$ cat src/rtl/cdb_pkg.sv
// ============================================================================
// Module      : cdb_pkg
// Description : Shared CDB types: FU identifiers, FU count, broadcast entry.
// Revision    : 1.0 - initial release
// ============================================================================
`default_nettype none

package cdb_pkg;

   typedef enum logic [2:0] {
      FU_ALU = 3'd0,
      FU_BR  = 3'd1,
      FU_MUL = 3'd2,
      FU_DIV = 3'd3,
      FU_MEM = 3'd4
   } fu_id_e;

   localparam int NUM_FU = 5;

   typedef struct packed {
      logic        valid;
      logic [31:0] data;
      logic [2:0]  rob_idx;
      fu_id_e      src;
   } cdb_entry_t;

   // Round-robin successor of the winning requester.
   function automatic int next_ptr(input int win, input int n);
      return (win >= n - 1) ? 0 : win + 1;
   endfunction

endpackage

`default_nettype wire

$ cat src/rtl/rr_arbiter.sv
// ============================================================================
// Module      : rr_arbiter
// Description : Generic round-robin one-hot arbiter; search starts at i_ptr.
// Revision    : 1.0 - initial release
// ============================================================================
`default_nettype none

module rr_arbiter #(
   parameter int NUM_REQ = 5,
   parameter int IDX_W   = $clog2(NUM_REQ)
) (
   input  logic [NUM_REQ-1:0] i_req,
   input  logic [IDX_W-1:0]   i_ptr,
   input  logic               i_en,
   output logic [NUM_REQ-1:0] o_grant,
   output logic [IDX_W-1:0]   o_win_idx
);

   always_comb begin
      logic             found;
      logic [IDX_W-1:0] idx;
      o_grant   = '0;
      o_win_idx = '0;
      found     = 1'b0;
      idx       = '0;
      // Walk ptr, ptr+1 ... with wrap; the first valid requester wins.
      for (int k = 0; k < NUM_REQ; k++) begin
         idx = IDX_W'((int'(i_ptr) + k) % NUM_REQ);
         if (i_en && !found && i_req[idx]) begin
            found        = 1'b1;
            o_grant[idx] = 1'b1;
            o_win_idx    = idx;
         end
      end
   end

endmodule

`default_nettype wire

$ cat src/rtl/cdb_arbiter.sv
// ============================================================================
// Module      : cdb_arbiter
// Description : Round-robin CDB arbiter with registered one-cycle broadcast.
//               Optional macro CDB_STALL_CNT_EN adds per-FU stall counters.
// Revision    : 1.0 - initial release
// ============================================================================
`default_nettype none

module cdb_arbiter
   import cdb_pkg::*;
#(
   parameter int NUM_REQ   = NUM_FU,
   parameter int DATA_W    = 32,
   parameter int ROB_IDX_W = 3
) (
   input  logic                           clk_in,
   input  logic                           rst_n_in,
   input  logic [NUM_REQ-1:0]             req_valid_in,
   input  logic [NUM_REQ*DATA_W-1:0]      req_data_in,
   input  logic [NUM_REQ*ROB_IDX_W-1:0]   req_rob_idx_in,
   output logic [NUM_REQ-1:0]             req_ready_out,
   input  logic                           flush_in,
   output logic                           cdb_valid_out,
   output logic [DATA_W-1:0]              cdb_data_out,
   output logic [ROB_IDX_W-1:0]           cdb_rob_idx_out,
   output logic [$clog2(NUM_REQ)-1:0]     cdb_src_out
`ifdef CDB_STALL_CNT_EN
   ,
   output logic [NUM_REQ*16-1:0]          stall_cnt_out
`endif
);

   localparam int SRC_W = $clog2(NUM_REQ);

   logic [SRC_W-1:0]     r_ptr;
   logic [SRC_W-1:0]     w_win_idx;
   logic [NUM_REQ-1:0]   w_grant;
   logic                 w_arb_en;
   logic                 w_xfer;
   logic [DATA_W-1:0]    w_win_data;
   logic [ROB_IDX_W-1:0] w_win_rob;

   logic                 r_cdb_valid;
   logic [DATA_W-1:0]    r_cdb_data;
   logic [ROB_IDX_W-1:0] r_cdb_rob;
   logic [SRC_W-1:0]     r_cdb_src;

   // Grants are suppressed while reset is held and during a flush.
   assign w_arb_en = rst_n_in & ~flush_in;

   rr_arbiter #(
      .NUM_REQ (NUM_REQ),
      .IDX_W   (SRC_W)
   ) u_rr_arbiter (
      .i_req     (req_valid_in),
      .i_ptr     (r_ptr),
      .i_en      (w_arb_en),
      .o_grant   (w_grant),
      .o_win_idx (w_win_idx)
   );

   assign req_ready_out = w_grant;
   assign w_xfer        = |w_grant;
   assign w_win_data    = req_data_in[w_win_idx*DATA_W +: DATA_W];
   assign w_win_rob     = req_rob_idx_in[w_win_idx*ROB_IDX_W +: ROB_IDX_W];

   always_ff @(posedge clk_in or negedge rst_n_in) begin
      if (!rst_n_in) begin
         r_ptr       <= '0;
         r_cdb_valid <= 1'b0;
         r_cdb_data  <= '0;
         r_cdb_rob   <= '0;
         r_cdb_src   <= '0;
      end else begin
         r_cdb_valid <= w_xfer;
         if (w_xfer) begin
            r_ptr      <= SRC_W'(next_ptr(int'(w_win_idx), NUM_REQ));
            r_cdb_data <= w_win_data;
            r_cdb_rob  <= w_win_rob;
            r_cdb_src  <= w_win_idx;
         end
      end
   end

   assign cdb_valid_out   = r_cdb_valid;
   assign cdb_data_out    = r_cdb_data;
   assign cdb_rob_idx_out = r_cdb_rob;
   assign cdb_src_out     = r_cdb_src;

`ifdef CDB_STALL_CNT_EN
   generate
      for (genvar i = 0; i < NUM_REQ; i++) begin : g_stall
         logic [15:0] r_cnt;
         always_ff @(posedge clk_in or negedge rst_n_in) begin
            if (!rst_n_in) begin
               r_cnt <= '0;
            end else if (req_valid_in[i] && !req_ready_out[i] && (r_cnt != 16'hFFFF)) begin
               r_cnt <= r_cnt + 16'd1;
            end
         end
         assign stall_cnt_out[i*16 +: 16] = r_cnt;
      end
   endgenerate
`endif

endmodule

`default_nettype wire
$ cat config.mk
export PLATFORM = sky130hd
export DESIGN_NAME = cdb_arbiter
export DESIGN_NICKNAME = d
export VERILOG_FILES = /design/src/rtl/cdb_pkg.sv /design/src/rtl/rr_arbiter.sv /design/src/rtl/cdb_arbiter.sv
export SDC_FILE = /design/constraint.sdc
export NUM_CORES = 1
export LEC_CHECK = 0
export CAP_MARGIN = 20
export CELL_PAD_IN_SITES_DETAIL_PLACEMENT = 2
export CELL_PAD_IN_SITES_GLOBAL_PLACEMENT = 2
export CORE_MARGIN = 2
export CORE_UTILIZATION = 23
export DETAILED_ROUTE_END_ITERATION = 12
export GPL_TIMING_DRIVEN = 0
export MAX_ROUTING_LAYER = met4
export PLACE_DENSITY = 0.79
export SYNTH_ARGS = -nofsm -noshare
export SYNTH_HDL_FRONTEND = slang
export SYNTH_HIERARCHICAL = 1
export SYNTH_SLANG_ARGS = --single-unit
$ cat constraint.sdc
create_clock -name clk_in -period 8.9 [get_ports clk_in]
set_input_delay 2.67 -clock clk_in [delete_from_list [all_inputs] [get_ports clk_in]]
set_output_delay 2.67 -clock clk_in [all_outputs]
set_load 0.05 [all_outputs]
# After elaboration in Yosys (flattened, before gate mapping)
# Index checks and enable logic that the tools add are counted.
[op_classes]
n_addsub = 5
multipliers = 1
div_mod_pow = 5
magnitude_cmp = 11
n_shift = 2
n_mux = 35
bitwise = 6
reduce_logical = 19
[op_table]
columns = ["op", "n"]
rows = [
  ["variable part select 160 x 9 -> 32 bit", 1],
  ["remainder unit 32 x 4 -> 32 bit, second input constant", 4],
  ["remainder unit 4 x 4 -> 32 bit, second input constant", 1],
  ["two-way mux 5 bit", 5],
  ["less-than comparator 3 x 4 -> 1 bit, second input constant", 5],
  ["OR 5 bit", 4],
  ["two-way mux 3 bit", 6],
  ["binary-select mux 1 bit (select 3 bit)", 5],
  ["demux 1 bit (select 3 bit)", 5],
  ["greater-or-equal comparator 3 x 1 -> 1 bit, second input constant", 5],
  ["variable part select 15 x 6 -> 3 bit", 1],
  ["logical AND 1 bit", 14],
  ["two-way mux 1 bit", 14],
  ["adder 3 x 2 -> 4 bit, second input constant", 2],
  ["multiplier 3 x 2 -> 5 bit, second input constant", 1],
  ["OR reduction 5 bit", 1],
  ["adder 3 x 1 -> 4 bit, second input constant", 1],
  ["adder 3 x 3 -> 4 bit, second input constant", 1],
  ["zero test 1 bit", 4],
  ["adder 3 x 1 -> 3 bit, second input constant", 1],
  ["greater-or-equal comparator 3 bit, second input constant", 1],
  ["AND 1 bit", 1],
  ["inverter 1 bit", 1],
]
[word_totals]
register_bits = 42
inputBits = 183
out_inout_bits = 44
elab_cells = 89

# Depth between registers and ports, before layout
# Gate-level depths: netlist (run 1).
[depth]
ltp_word = 23
ltp_mapped = 26
mapped_depth_nobuf = 21

# Cells and area by module
# The synthesis (run 1) kept the hierarchy.
[modules_own_cells]
columns = ["module", "n_inst", "cells_per_inst", "area_each_um2", "seq_area_each_um2"]
rows = [
  ["cdb_arbiter", 1, 227, 2748.9, 1051.0],
  ["rr_arbiter", 1, 265, 1885.6, 0.0],
]

# Worst setup path before layout (run 1)
# Ideal clock, no wire load.
[synth_path]
path_type = "register to output"
from = "reg r_ptr[0]"
to = "out req_ready_out[1]"
arrival_ns = 5.556
t_required_ns = 6.230
path_slack_ns = 0.674
path_stages_with_launch = 21
n_path_buf = 2
path_cell_list = "dfrtp_1 -> inv_2 -> buf_1 -> ha_1 -> inv_1 -> ha_1 -> inv_1 -> ha_1 -> nor3_1 -> or3_1 -> nand2_1 -> ha_1 -> inv_1 -> o21ai_0 -> o32a_1 -> buf_2 -> mux2_2 -> and3_1 -> a31o_2 -> or4b_1 -> o221ai_1"
[synth_via]
elab_chain_len = 21
word_cells_on_any_way = 70
cone_classes = "add/sub (4); div (5); order compare (10); mux (29); bitwise (4); reduce/logical (18)"
[synth_rtl]
columns = ["element", "line_no", "text"]
rows = [
  ["from (decl)", "cdb_arbiter.sv:35", "logic [SRC_W-1:0] r_ptr;"],
  ["from (signal assigned)", "cdb_arbiter.sv:77", "r_ptr <= SRC_W'(next_ptr(int'(w_win_idx), NUM_REQ));"],
  ["parallel branches: the longest is 20 deep, another holds remainder unit 32 x 4 -> 32 bit", "-", ""],
  ["two-way mux 5 bit *", "rr_arbiter.sv:29", "if (i_en && !found && i_req[idx]) begin"],
  ["to (decl)", "cdb_arbiter.sv:21", "output logic [NUM_REQ-1:0] req_ready_out,"],
]
# Every way passes the cells marked *. The select of a mux whose other input is x is not followed.

# Worst setup path in the final report (run 1)
[layout_path]
from = "in req_valid_in[0]"
to = "out req_ready_out[1]"
[layout_via]
elab_chain_len = 20
word_cells_on_any_way = 36
cone_classes = "mux (19); bitwise (4); reduce/logical (13)"
[layout_rtl]
columns = ["element", "line_no", "text"]
rows = [
  ["from (decl)", "cdb_arbiter.sv:18", "input logic [NUM_REQ-1:0] req_valid_in,"],
  ["binary-select mux 1 bit (select 3 bit)", "rr_arbiter.sv:29", ""],
  ["two-way mux 1 bit (implied by the code)", "rr_arbiter.sv:29", ""],
  ["logical AND 1 bit", "rr_arbiter.sv:29", ""],
  ["two-way mux 1 bit", "rr_arbiter.sv:29", ""],
  ["zero test 1 bit", "rr_arbiter.sv:29", ""],
  ["logical AND 1 bit (2 in a row)", "rr_arbiter.sv:29", ""],
  ["two-way mux 1 bit", "rr_arbiter.sv:29", ""],
  ["zero test 1 bit", "rr_arbiter.sv:29", ""],
  ["logical AND 1 bit (2 in a row)", "rr_arbiter.sv:29", ""],
  ["two-way mux 1 bit", "rr_arbiter.sv:29", ""],
  ["zero test 1 bit", "rr_arbiter.sv:29", ""],
  ["logical AND 1 bit (2 in a row)", "rr_arbiter.sv:29", ""],
  ["two-way mux 1 bit", "rr_arbiter.sv:29", ""],
  ["zero test 1 bit", "rr_arbiter.sv:29", ""],
  ["logical AND 1 bit (2 in a row)", "rr_arbiter.sv:29", ""],
  ["two-way mux 5 bit *", "rr_arbiter.sv:29", ""],
]
# Mark *: on every way between the ends. The rest lies on a longest branch, timed or not. The select of a mux whose other input is x is not followed.

==> results of run 1 <==
cell families after synthesis:
kind of cell    after synthesis
simple gates                145
buf+inv                      62
compound gates              157
flops                        42
fa+ha+maj                    23
xor+xnor                     10
mux                          53
stage by stage:
stage / instances / setup WS [ps] / hold WS (ps) / power (mW)
2_1_floorplan: 492 / 674 / 725 / 1.89
3_3_place_gp: 983 / -1620 / 496 / 2.50
3_5_place_dp: 984 / -1050 / 509 / 2.60
4_1_cts: 992 / 11.5 / 524 / 2.81
5_1_grt: 997 / -14.5 / 542 / 3.02
6_report: 997 / 125 / 520 / 2.80
cell type report:
| class | instances | area share |
|---|---|---|
| Antenna cell | 3 | 0.00101 |
| Buffer | 39 | 0.0281 |
| Clock buffer | 7 | 0.0192 |
| Clock inverter | 1 | 0.000674 |
| Inverter | 23 | 0.0123 |
| Multi-Input combinational cell | 388 | 0.447 |
| Sequential cell | 42 | 0.142 |
| Tap cell | 265 | 0.0447 |
| Timing Repair Buffer | 229 | 0.306 |
layer usage:
metal	track usage	part of all wire	routed length, um
met1	0.242	0.39	8950
met2	0.394	0.53	12100
met3	0.0502	0.056	1270
met4	0.0534	0.017	397
met5	-	0	0
Yosys cell counts, drive strengths merged, types with 3 or more instances:
library cell and number:
dfrtp 42, inv 23, or3 4, nor2b 4
a21o 7, mux2 5, o22ai 3, clkbuf 17
buf 22, nor3b 8, a31o 4, a21oi 53
mux4 35, a211oi 3, mux2i 13, a31oi 4
or2 4, nand4 3, nor4 6, nor3 44
and3 3, o211ai 4, a22oi 36, ha 23
nor2 18, nand3 10, a211o 4, o32a 3
o21ai 8, nand2b 6, xnor2 9, nand2 20
path summary, 6_finish.rpt:
check / start / endpoint / slack [ps] / cells past startpoint
setup / recovery: req_valid_in[0] / req_ready_out[1] / 130 / 9
hold / removal: cdb_src_out[1] / cdb_src_out[1] / 520 / 1
setup reg to reg: r_ptr[0] / cdb_data_out[1] / 2140 / 25
hold reg to reg: cdb_src_out[1] / cdb_src_out[1] / 520 / 1
max in group asynchronous: rst_n_in / r_ptr[0] / 6040 / 2
min in group asynchronous: rst_n_in / cdb_data_out[21] / 2350 / 1
power breakdown:
group / switching [mW] / total [mW] / internal [mW]
combinational: 1.37 / 2.25 / 0.884
sequential: 0.0655 / 0.361 / 0.295
clock: 0.0758 / 0.187 / 0.111
total: 1.51 / 2.80 / 1.29
sequential cells by signal, indices dropped and copies added (netlist names):
signal	flops
cdb_rob_idx_out	3
r_ptr	3
cdb_src_out	3
cdb_valid_out	1
cdb_data_out	32
cell usage in the layout (no fill, tap or decap), types with 6 or more instances in the layout:
| master | Yosys | layout |
|---|---|---|
| sky130_fd_sc_hd__a21o_1 | 7 | 7 |
| sky130_fd_sc_hd__a21oi_1 | 50 | 50 |
| sky130_fd_sc_hd__a22oi_1 | 36 | 36 |
| sky130_fd_sc_hd__buf_2 | 10 | 12 |
| sky130_fd_sc_hd__clkbuf_1 | 17 | 17 |
| sky130_fd_sc_hd__clkdlybuf4s50_1 | 0 | 220 |
| sky130_fd_sc_hd__dfrtp_1 | 42 | 41 |
| sky130_fd_sc_hd__ha_1 | 23 | 21 |
| sky130_fd_sc_hd__inv_1 | 21 | 20 |
| sky130_fd_sc_hd__mux2i_1 | 13 | 13 |
| sky130_fd_sc_hd__mux4_2 | 35 | 35 |
| sky130_fd_sc_hd__nand2_1 | 20 | 20 |
| sky130_fd_sc_hd__nand2b_1 | 6 | 6 |
| sky130_fd_sc_hd__nand3_1 | 10 | 10 |
| sky130_fd_sc_hd__nor2_1 | 18 | 18 |
| sky130_fd_sc_hd__nor3_1 | 44 | 43 |
| sky130_fd_sc_hd__nor3b_1 | 6 | 6 |
| sky130_fd_sc_hd__nor4_1 | 6 | 6 |
| sky130_fd_sc_hd__o21ai_0 | 7 | 6 |
| sky130_fd_sc_hd__xnor2_1 | 6 | 6 |
worst reg2reg max path, delay by kind of cell, from the launching register on:
kind            cells  cell delay (ps)
flops               1              520
fa+ha+maj           4             1200
simple gates        5             1440
compound gates      6             1290
mux                 2              700
buf+inv             8             1500
repair_timing:
item | 4_1_cts | 5_1_grt
buffers inserted | 0 | 2
cloned | 0 | 0
endpoints found under the setup margin | 5 | 5
resized for setup | 17 | 16
pin swaps | 0 | 2
==> summary.md, run 1 <==
| Metric | Value |
|---|---|
| Result of the run | finished clean |
| Number of placement rows | between 50 and 60 |
| Max-cap viol count | 0 |
| Global routing usage summed across all routing layers | 0.218 |
| Kind of cell adding the most delay to the critical path | compound AO/OA/AOI/OAI gates |
| Tightest slew margin relative to the limit | 0.248 |
| Yosys warning total | 6 |
| Initial Utilization | 0.237 |
| Number of sinks on the clock net | 42 |
| Largest net degree at the start of global routing | 26 |
| GRT overflow | 0 |
| Count of different cell masters after synthesis | 76 |
| CP Class | input port to output port |
| Number of H-tree levels | 2 |
| Post-synthesis compound-gate area fraction | 0.235 |
| Seq/Total Area, Yosys | 0.227 |
| Average wire per cell in the routed design | 22.8 um |
| Number of DRC violations after detailed routing | 0 |
| Post-layout instance area | between 7000 and 8000 sq um |
| Syn Nets | around 700 |
| Cell with the largest stage delay on the worst path | sky130_fd_sc_hd__clkdlybuf4s50_1 |
| Vias per cell | around 5.3 |
| Adder-cell share of the synthesized area | 0.0621 |
| Io pins | roughly 230 |
| DRT Pass-1 Iters | 5 |
| Die height | between 100 and 150 um |
| Gate Count Post-Synth | slightly below 500 |
| Register area | roughly 1100 sq um |
| Hold-fix buffer count after cts | 0 |
| Buffer and inverter count on the worst path | 2 |
| Core area | just under 20000 sq um |
| # setup viols final | 0 |
| Initial antenna violation count | 3 |
| Average footprint of a synthesized cell | ~9.4 sq um |
| Yosys top cell area share | 0.227 |
| Post-route setup TNS | 0 ps |
| Element type at the critical path end | output port |
| Type of the worst min-delay path | register to register |
| Post-layout util | 0.379 |
| Share of cell area taken by muxes after synthesis | 0.211 |
| Total length of routed wires | about 23 mm |
| Stage delay of the slowest cell on the critical path | roughly 570 ps |
| DRC violation total after the first TritonRoute iteration | between 150 and 200 |
| Synth-to-Final Area Change | 60.2% |
| Tmin final | around 9000 ps |
| Power density over the cells | roughly 380 nW/um^2 |
| Count of antenna-violating nets left after detailed routing | 0 |
| Leakage power | ~2.9 nW |
| Main combinational cell family by area after synthesis | compound AO/OA/AOI/OAI gates |
| Fill cell total of the finished layout | roughly 2100 |
| Chip Width | around 150 um |
| Ranking of synthesized cells by area | sky130_fd_sc_hd__dfrtp_1 23%, sky130_fd_sc_hd__mux4_2 17%, sky130_fd_sc_hd__ha_1 6.2%, sky130_fd_sc_hd__a22oi_1 5.8%, sky130_fd_sc_hd__a21oi_1 5.4% |
| Biggest area consumer among synthesized cells | sky130_fd_sc_hd__dfrtp_1 |
| Clock-pin slew on the worst setup and hold paths | 60 ps |
| Number of enable flip-flop cells after synthesis | 0 |
| Port-buffer cells | ~230 |
| DP Wirelength | ~19 mm |
| Clock Tree Root | sky130_fd_sc_hd__clkbuf_16 |
| Insertion delay of the later-clocked pin in the worst-skew pair | roughly 290 ps |
| Clock Path Buffers | 2 |
| Number of buffers created by CTS | 5 |
| Final number of hold-violating endpoints | 0 |
| Placed instance area | between 7000 and 8000 sq um |
| Final-report max-slew violation count | 0 |
| Arrival time at the worst endpoint | between 6000 and 7000 ps |
| Netlist Area Pre-Place | roughly 4600 sq um |
| Xor-xnor portion of the synthesized cell area | 0.0278 |
| Series of cell instances along the critical path | clkdlybuf4s50_1, mux2_4, a211o_1, o311ai_1, a222oi_1, nor4bb_2, or4b_1, o221ai_2, clkbuf_4 |
| Fmax | 0.114 GHz |
| First-pass GRT wire length | around 35 mm |
| Critical-path maximum fanout | 8 |
| Overall via count from detail_route | approximately 5300 |
| TritonCTS clock tree | built |
| Peak ir drop on the vdd network | approximately 0.00012 V |
| Fraction of registers with async set or reset after synthesis | 1.00 |
| Number of flip-flops and latches in the synthesized netlist | between 40 and 50 |
| Share of layout cells above drive strength 1 | 0.140 |
| Area share of and/or/nand/nor cells after synthesis | 0.175 |
| Transition at the pin with the smallest max-transition slack | between 1000 and 1500 ps |
| Dominant synthesized flop cell | sky130_fd_sc_hd__dfrtp_1 |
| Full die area | ~21000 sq um |
| Number of global-route vias before repair | between 6000 and 7000 |
| Skew final | around 3.8 ps |
| Required arrival time at the worst endpoint | between 6000 and 7000 ps |
| Total number of nets in the final design | 934 |
| RePlAce Congestion | between 0.9 and 1 |
| Period Utilization, post-route | 0.986 |
| Nature of the critical path startpoint | input port |
| Area used by multi-input combinational logic | 3320 sq um |
Note: power is estimated with default switching activity, not from simulation.
==> run 2: changes to the inputs <==
--- a/config.mk
+++ b/config.mk
@@ -14,6 +14,7 @@
 export GPL_TIMING_DRIVEN = 0
 export MAX_ROUTING_LAYER = met4
 export PLACE_DENSITY = 0.79
+export REMOVE_ABC_BUFFERS = 1
 export SYNTH_ARGS = -nofsm -noshare
 export SYNTH_HDL_FRONTEND = slang
 export SYNTH_HIERARCHICAL = 1
==> constraint.sdc (replaced) <==
create_clock -name clk_in -period 9.9 [get_ports clk_in]
set_input_delay 2.97 -clock clk_in [delete_from_list [all_inputs] [get_ports clk_in]]
set_output_delay 2.97 -clock clk_in [all_outputs]
set_load 0.05 [all_outputs]
==> summary.md, run 2 (synthesized netlist as in run 1, its figures left out) <==
| Metric | Value |
|---|---|
| Chip Width | around 150 um |
| DP Wirelength | roughly 18 mm |
| Io pins | 227 |
| Arrival time at the worst endpoint | approximately 6800 ps |
| Number of buffers created by CTS | 5 |
| Share of layout cells above drive strength 1 | 0.125 |
| Critical-path maximum fanout | 9 |
| Vias per cell | ~5.4 |
| Max-cap viol count | 0 |
| Port-buffer cells | 226 |
| Total length of routed wires | roughly 23 mm |
| Most frequent cells in the layout | 221 x sky130_fd_sc_hd__clkdlybuf4s50_1, 50 x sky130_fd_sc_hd__a21oi_1, 43 x sky130_fd_sc_hd__nor3_1 |
| Final-report max-slew violation count | 0 |
| Leakage power | just under 3 nW |
| RePlAce Congestion | 0.818 |
| Tightest slew margin relative to the limit | 0.363 |
| Transition at the pin with the smallest max-transition slack | approximately 950 ps |
| Initial antenna violation count | 1 |
| Fin cells | between 900 and 1000 |
| Tmin final | around 9800 ps |
| Initial Utilization | 0.237 |
| Overall via count from detail_route | about 5200 |
| Number of DRC violations after detailed routing | 0 |
| Number of global-route vias before repair | roughly 5900 |
| GRT overflow | 0 |
| Clock-pin slew on the worst setup and hold paths | ~60 ps |
| # setup viols final | 0 |
| Number of sinks on the clock net | 42 |
| Insertion delay of the later-clocked pin in the worst-skew pair | about 290 ps |
| DRT Pass-1 Iters | 4 |
| Final number of hold-violating endpoints | 0 |
| TritonCTS clock tree | built |
| Commonest non-fill, non-tap cell in the layout | sky130_fd_sc_hd__clkdlybuf4s50_1 |
| Number of placement rows | 51 |
| Average wire per cell in the routed design | between 20 and 25 um |
| Peak ir drop on the vdd network | about 0.00017 V |
| Nature of the critical path startpoint | input port |
| Depth of the worst register-to-register path | 21 |
| Fmax | 0.103 GHz |
| Die height | roughly 150 um |
| Hold Crit Depth | 1 |
| CP Class | input port to output port |
| Clock Path Buffers | 2 |
| Number of H-tree levels | 2 |
| Total number of nets in the final design | approximately 900 |
| Placed cell count | 951 |
| Clock Tree Root | sky130_fd_sc_hd__clkbuf_16 |
| Core area | between 15000 and 20000 sq um |
| Type of the worst min-delay path | register to register |
| DRC violation total after the first TritonRoute iteration | between 200 and 250 |
| Synth-to-Final Area Change | 60.0% |
| Largest net degree at the start of global routing | 43 |
| First-pass GRT wire length | roughly 36 mm |
| Global routing usage summed across all routing layers | 0.220 |
| Final setup margin | 146 ps |
| Element type at the critical path end | output port |
| Hold-fix buffer count after cts | 0 |
| Count of antenna-violating nets left after detailed routing | 0 |
| Setup repair after global routing missed its margin | no |
| Period Utilization, post-route | 0.985 |
| Full die area | approximately 21000 sq um |
| Required arrival time at the worst endpoint | roughly 6900 ps |
| Max reg flops | 32 |
| Post-placement setup slack | -699 ps |
| Result of the run | finished clean |
| Skew final | 7.15 ps |
| Power density over the cells | around 340 nW/um^2 |
run 2: path summary, 6_finish.rpt:
kind	startpoint	endpoint	slack [ps]
max in group asynchronous	rst_n_in	r_ptr[0]	6800
max reg2reg	r_ptr[0]	cdb_src_out[2]	2470
min	cdb_src_out[2]	cdb_src_out[2]	510
min in group asynchronous	rst_n_in	cdb_rob_idx_out[1]	2570
max	req_valid_in[0]	req_ready_out[4]	150
min reg2reg	cdb_src_out[2]	cdb_src_out[2]	510
run 2: layout make-up:
type                            count  area [sq um]
Antenna cell                        2          5.00
Clock buffer                        7           143
Clock inverter                      1          5.00
Fill cell                        2137         12200
Timing Repair Buffer              237          2440
Multi-Input combinational cell    388          3340
Sequential cell                    42          1050
Tap cell                          265           332
Inverter                           23          88.8
run 2: power by group:
part / leakage [nW] / switching (mW) / total, mW / internal [mW]
clock network: 0.0739 / 0.0713 / 0.172 / 0.100
registers: 0.477 / 0.0699 / 0.336 / 0.266
logic: 2.33 / 1.24 / 2.02 / 0.783
run 2: what timing repair did:
| action | 4_1_cts | 5_1_grt |
|---|---|---|
| setup buffers | 0 | 4 |
| gates resized for setup | 5 | 6 |
| cloned | 0 | 0 |
| setup endpoints to repair | 5 | 5 |
| pin swaps | 0 | 2 |
run 2: critical path, stage by stage:
cell and delay [ps]:
sky130_fd_sc_hd__clkdlybuf4s50_1 550, sky130_fd_sc_hd__mux2_4 340, sky130_fd_sc_hd__a211o_1 290, sky130_fd_sc_hd__o311ai_1 340, sky130_fd_sc_hd__a222oi_1 110, sky130_fd_sc_hd__buf_4 190
sky130_fd_sc_hd__nor4bb_2 420, sky130_fd_sc_hd__nor4bb_1 460, sky130_fd_sc_hd__o32a_1 270, sky130_fd_sc_hd__clkdlybuf4s50_1 830
run 2: routing by layer:
layer  track usage  vias up  part of all wire
met3        0.0796       18             0.085
met4        0.0304        0            0.0091
met5             -        -                 0
li1              -     2348                 -
met1         0.241     2664              0.39
met2         0.392      160              0.52
run 2: stage by stage:
step           hold WS, ps  utilization  power (mW)  instance area, sq um  TNS [ps]
3_3_place_gp           496        0.359        2.22                  7020   -150380
6_report               513        0.378        2.53                  7410         0
4_1_cts                519        0.376        2.53                  7360         0
2_1_floorplan          848            -        1.64                  4430     -55.9
5_1_grt                536        0.378        2.71                  7410         0
3_5_place_dp           500        0.368        2.34                  7210     -1390
